## src/rtl/program_memory_pkg.sv

```systemverilog
// Shared types and constants for the program memory block.
// No logic; the state enum, NOP opcode and NOP word builder live here.
// No flow control.
package program_memory_pkg;

    typedef enum logic [1:0] {
        ST_IDLE = 2'd0,
        ST_LOAD = 2'd1,
        ST_RUN  = 2'd2
    } state_t;

    localparam logic [5:0] NOP_OPC = 6'd46;

    // NOP opcode in the top field, zero operand; callers truncate to their width.
    function automatic logic [63:0] nop_word(input int unsigned data_w, input int unsigned opc_w);
        return 64'(NOP_OPC) << (data_w - opc_w);
    endfunction

endpackage

```

## src/rtl/prog_ram_sdp.sv

```systemverilog
// Simple dual-port instruction store: one synchronous write port, one registered read port.
// Latency: read data one cycle after rd_en; rd_data holds while rd_en is low.
// Backpressure: none, every enabled access completes.
module prog_ram_sdp #(
    parameter int DATA_W = 16,
    parameter int ADDR_W = 8,
    parameter int DEPTH  = 256
) (
    input  logic              clk,
    input  logic              wr_en,
    input  logic [ADDR_W-1:0] wr_addr,
    input  logic [DATA_W-1:0] wr_data,
    input  logic              rd_en,
    input  logic [ADDR_W-1:0] rd_addr,
    output logic [DATA_W-1:0] rd_data
);

    logic [DATA_W-1:0] mem [DEPTH];

    always_ff @(posedge clk) begin
        if (wr_en) begin
            mem[wr_addr] <= wr_data;
        end
    end

    always_ff @(posedge clk) begin
        if (rd_en) begin
            rd_data <= mem[rd_addr];
        end
    end

endmodule

```

## src/rtl/program_memory.sv

```systemverilog
// Program store with a streamed loader (IDLE/LOAD/RUN) and a gated instruction fetch port.
// Latency: fetch result one cycle after rd_en; load words written the cycle they are accepted.
// Backpressure: ld_ready drops once the write pointer reaches DEPTH; later words are dropped.
module program_memory
    import program_memory_pkg::*;
#(
    parameter int DATA_W = 16,
    parameter int ADDR_W = 8,
    parameter int DEPTH  = 256,
    parameter int OPC_W  = 6
) (
    input  logic              clk,
    input  logic              rst,
    input  logic              rd_en,
    input  logic [ADDR_W-1:0] rd_addr,
    output logic [DATA_W-1:0] instr_out,
    output logic              instr_valid,
    output logic              addr_err,
    input  logic              ld_start,
    input  logic [ADDR_W-1:0] ld_base,
    input  logic              ld_valid,
    input  logic [DATA_W-1:0] ld_data,
    input  logic              ld_last,
    output logic              ld_ready,
    output logic [ADDR_W:0]   ld_count,
    output logic              ld_busy,
    output logic              ld_done,
    output logic              ld_err
);

    localparam logic [DATA_W-1:0] NOP_WORD = DATA_W'(nop_word(DATA_W, OPC_W));
    localparam logic [ADDR_W:0]   DEPTH_L  = (ADDR_W+1)'(DEPTH);

    state_t            state;
    logic [ADDR_W:0]   ptr;
    logic [ADDR_W:0]   ptr_inc;
    logic              wr_en;
    logic              run_fetch;
    logic              fetch_ok;
    logic              sel_ram;
    logic [DATA_W-1:0] ram_rd_data;

    assign ptr_inc   = ptr + 1'b1;
    assign wr_en     = ld_valid && ld_ready;
    assign run_fetch = rd_en && (state == ST_RUN);
    assign fetch_ok  = run_fetch && ({1'b0, rd_addr} < DEPTH_L);

    // ld_ready is kept equal to (state == LOAD && ptr < DEPTH) so it doubles as the in-range flag.
    always_ff @(posedge clk or posedge rst) begin
        if (rst) begin
            state    <= ST_IDLE;
            ptr      <= '0;
            ld_count <= '0;
            ld_err   <= 1'b0;
            ld_ready <= 1'b0;
            ld_busy  <= 1'b0;
            ld_done  <= 1'b0;
        end else begin
            case (state)
                ST_IDLE, ST_RUN: begin
                    if (ld_start) begin
                        state    <= ST_LOAD;
                        ptr      <= {1'b0, ld_base};
                        ld_count <= '0;
                        ld_err   <= 1'b0;
                        ld_ready <= ({1'b0, ld_base} < DEPTH_L);
                        ld_busy  <= 1'b1;
                        ld_done  <= 1'b0;
                    end
                end
                ST_LOAD: begin
                    if (ld_valid) begin
                        if (ld_ready) begin
                            ptr      <= ptr_inc;
                            ld_count <= ld_count + 1'b1;
                            ld_ready <= !ld_last && (ptr_inc < DEPTH_L);
                            if (ld_last) begin
                                state   <= ST_RUN;
                                ld_busy <= 1'b0;
                                ld_done <= 1'b1;
                            end
                        end else begin
                            // Overflow: drop the word, wait for the end of the stream.
                            ld_err <= 1'b1;
                            if (ld_last) begin
                                state   <= ST_IDLE;
                                ld_busy <= 1'b0;
                            end
                        end
                    end
                end
                default: begin
                    state    <= ST_IDLE;
                    ld_ready <= 1'b0;
                    ld_busy  <= 1'b0;
                    ld_done  <= 1'b0;
                end
            endcase
        end
    end

    // sel_ram picks the RAM read register or the NOP word; both hold while rd_en is low.
    always_ff @(posedge clk or posedge rst) begin
        if (rst) begin
            sel_ram     <= 1'b0;
            instr_valid <= 1'b0;
            addr_err    <= 1'b0;
        end else begin
            instr_valid <= fetch_ok;
            addr_err    <= run_fetch && !fetch_ok;
            if (rd_en) begin
                sel_ram <= fetch_ok;
            end
        end
    end

    assign instr_out = sel_ram ? ram_rd_data : NOP_WORD;

    prog_ram_sdp #(
        .DATA_W (DATA_W),
        .ADDR_W (ADDR_W),
        .DEPTH  (DEPTH)
    ) u_ram (
        .clk     (clk),
        .wr_en   (wr_en),
        .wr_addr (ptr[ADDR_W-1:0]),
        .wr_data (ld_data),
        .rd_en   (fetch_ok),
        .rd_addr (rd_addr),
        .rd_data (ram_rd_data)
    );

endmodule

```

## config.mk

```make
export PLATFORM = sky130hd
export DESIGN_NAME = program_memory
export DESIGN_NICKNAME = d
export VERILOG_FILES = /design/src/rtl/program_memory_pkg.sv /design/src/rtl/prog_ram_sdp.sv /design/src/rtl/program_memory.sv
export SDC_FILE = /design/constraint.sdc
export NUM_CORES = 2
export LEC_CHECK = 0
export ABC_AREA = 1
export CAP_MARGIN = 0
export CORE_MARGIN = 2
export CORE_UTILIZATION = 29
export CTS_BUF_LIST = sky130_fd_sc_hd__clkbuf_16
export DETAILED_ROUTE_END_ITERATION = 12
export SLEW_MARGIN = 0
export SYNTH_ARGS = -nofsm -noshare
export SYNTH_HDL_FRONTEND = slang
export SYNTH_SLANG_ARGS = --single-unit
```

## constraint.sdc

```tcl
create_clock -name clk -period 6.6 [get_ports clk]
set_input_delay 0.99 -clock clk [delete_from_list [all_inputs] [get_ports clk]]
set_output_delay 0.99 -clock clk [all_outputs]
set_load 0.02 [all_outputs]
```

==> flow_metrics.env <==
export IMPL_synth_edf_count=4112
export IMPL_rr_worst_depth=5
export IMPL_post_cts_buffers=0
export IMPL_synth_main_ff_cell="edfxtp_1"
export IMPL_required_ns=5.61
export IMPL_cts_resized=0
export IMPL_ioPinCount=69
export IMPL_powerDensity_nw_per_um2=298
export IMPL_vias=110000
export IMPL_setup_viol=0
export IMPL_hpwl_um=272000
export IMPL_critPathArrivalTime_ns=3.82
export IMPL_fin_crit_sh=0.729
export IMPL_layout_commonest_cell="nand2_1"
export IMPL_wl_per_cell_um=23.0
export IMPL_tritoncts="yes"
export IMPL_die_h_um=763
export IMPL_drc=0
export IMPL_ys_ff_latch=4138
export IMPL_stdcell_count=21700
export IMPL_drive_gt1_frac=0.0762
export IMPL_period_needed_ns=4.81
export IMPL_routed_via_density=5.07
export IMPL_drtIter0Drc=14900
export IMPL_synth_area_um2=167000
export IMPL_cts_inserted_buffers=416
export IMPL_r2r_slack_ns=2.61
export IMPL_drt_pass1_iter_count=7
export IMPL_start_util=0.291
export IMPL_antenna_found_initial=15
export IMPL_synth_area_leaders="edfxtp_1 (74%), nand3_1 (12%), nand2_1 (9.5%)"
export IMPL_synthDominantCellAreaShare=0.739
export IMPL_htreeDepth=5
export IMPL_final_cell_mix="nand2_1 (4233), edfxtp_1 (4112), nand3_1 (4038)"
export IMPL_r2r_end="u_ram.mem[4][2]"
export IMPL_hold_start="ld_data[3]"
export IMPL_critPathKind="reg2out"
export IMPL_holdPathStages=1
export IMPL_seqCellArea_um2=124000
export IMPL_synth_fp_nets=13800
export IMPL_clock_sinks=4138
export IMPL_grt_max_degree=179
export IMPL_grt_usage=0.164
export IMPL_final_nets=13800
export IMPL_end_kind="output pin"
export IMPL_portBuffers=67
export IMPL_syn_inst=13800
export IMPL_outcome="finished clean"
export IMPL_p_leak_nw=65.2
export IMPL_relSlewSlack=0.130
export IMPL_postCtsHoldBufs=0
export IMPL_finalPower_mw=56.6
export IMPL_skew_ns=0.0624
export IMPL_yosys_warnings=0
export IMPL_cts_clk_slew_worst_paths_ns=0.06
export IMPL_drv_cap=0
export IMPL_clockBufferDepth=4
export IMPL_nFillCells=56000
export IMPL_grt_pass1_wl_um=721000
export IMPL_hold_path_class="in2reg"
export IMPL_placed_area_um2=177000
export IMPL_hold_viol=0
export IMPL_seq_area_frac_synth=0.743
export IMPL_tightest_slew_ns=1.30
export IMPL_startpoint_type="register"
export IMPL_insertion_delay_ns=1.00
export IMPL_stdcell_area_um2=190000
export IMPL_rr_startpoint="ptr[2]"
export IMPL_tns_ns=0
export IMPL_yosysUniqueCellTypes=34
export IMPL_gr_total_overflow=0
export IMPL_max_clock_freq_ghz=0.208
export IMPL_whs_endpoint="u_ram.mem[124][3]"
export IMPL_maxSlewViolCount=0
export IMPL_grt_pass1_vias=102000
export IMPL_totalWireLength_um=498000
export IMPL_dp_cells=20900
export IMPL_rows=278
export IMPL_core_area_um2=574000
export IMPL_place_congestion=0.834
export IMPL_antenna_left=0
export IMPL_synth_top_area_cell="edfxtp_1"
export IMPL_area_delta_synth_final_pct=13.6
export IMPL_syn_area_per_cell_um2=12.1
export IMPL_die_w_um=763
export IMPL_cts_root_buffer="clkbuf_16"
export IMPL_critPathMaxFanout=13
export IMPL_async_flop_share=0.00628
export IMPL_multi_input_area_um2=37800
export IMPL_rsz0062_at_grt="no"
export IMPL_max_vdd_ir_drop_mv=0.216
export IMPL_die_area_um2=582000
==> state kept, by name (all words and copies together), names as in the netlist <==
name / flops
ptr: 9
ld_err: 1
u_ram.rd_data: 16
state: 2
ld_busy: 1
instr_valid: 1
ld_count: 9
u_ram.mem: 4096
ld_done: 1
ld_ready: 1
sel_ram: 1
==> per-layer routing <==
layer,vias up,GRT usage,wire (um)
li1,49100,-,-
met1,54600,0.233,207000
met2,5401,0.254,226000
met3,790,0.0276,46500
met4,2,0.0543,18000
met5,-,0,18
==> cells by family after synthesis <==
kind of cell	synth area share
AND/OR/NAND/NOR	0.224
buffers and inverters	0.0316
flip-flops	0.743
other	0.0000224
XOR/XNOR	0.0000524
AO/OA/AOI/OAI	0.00133
adder cells (fa/ha/maj)	0.000374
==> area by class of cell <==
class,count,share of cell area
clock inverters,337,0.0136
diodes,2,0.0000264
clock buffers,421,0.0555
multi-input cells,8634,0.199
flip-flops and latches,4138,0.654
repair buffers,516,0.0266
inverters,57,0.00141
well taps,7560,0.0498
==> cells in the mapped netlist, drive strengths merged, types with 3 or more instances <==
cell,number
clkbuf,164
nor2,284
a31oi,3
o21ai,20
a21oi,10
nand2,4239
or2,5
buf,777
inv,55
ha,5
nand3,4046
nor3,6
dfrtp,26
edfxtp,4112
a22oi,3
nand4,3
==> metrics by stage <==
| step | hold slack (ns) | setup WS (ns) | util |
|---|---|---|---|
| 2_1_floorplan | 0.532 | 3.81 | - |
| 3_3_place_gp | 0.471 | 1.84 | 0.308 |
| 3_5_place_dp | 0.475 | 1.82 | 0.308 |
| 4_1_cts | 0.330 | 1.66 | 0.331 |
| 5_1_grt | 0.364 | 1.77 | 0.331 |
| 6_report | 0.378 | 1.79 | 0.331 |
==> worst max-delay path, stage by stage (launching register included) <==
cell             delay [ns]
dfrtp_1                1.00
inv_1                  0.64
or2_2                  0.57
clkdlybuf4s50_1        0.61
==> report_power, final <==
part | switching (mW) | internal [mW] | total (mW)
clock | 10.2 | 12.8 | 23.0
sequential | 0.127 | 29.1 | 29.2
combinational | 3.43 | 0.949 | 4.38
total | 13.7 | 42.8 | 56.6
==> worst max path at each step <==
stage	startpoint	end	slack (ns)	depth (start not counted)
after CTS	sel_ram	instr_out[15]	1.66	3
after floorplan	ld_valid	u_ram.mem[104][0]	3.81	5
after detailed placement	rd_addr[0]	u_ram.rd_data[4]	1.82	14
after global placement	rd_addr[0]	u_ram.rd_data[4]	1.84	14
final	sel_ram	instr_out[15]	1.79	3
after global routing	sel_ram	instr_out[13]	1.77	3
Power figures use the tool's default switching activity.
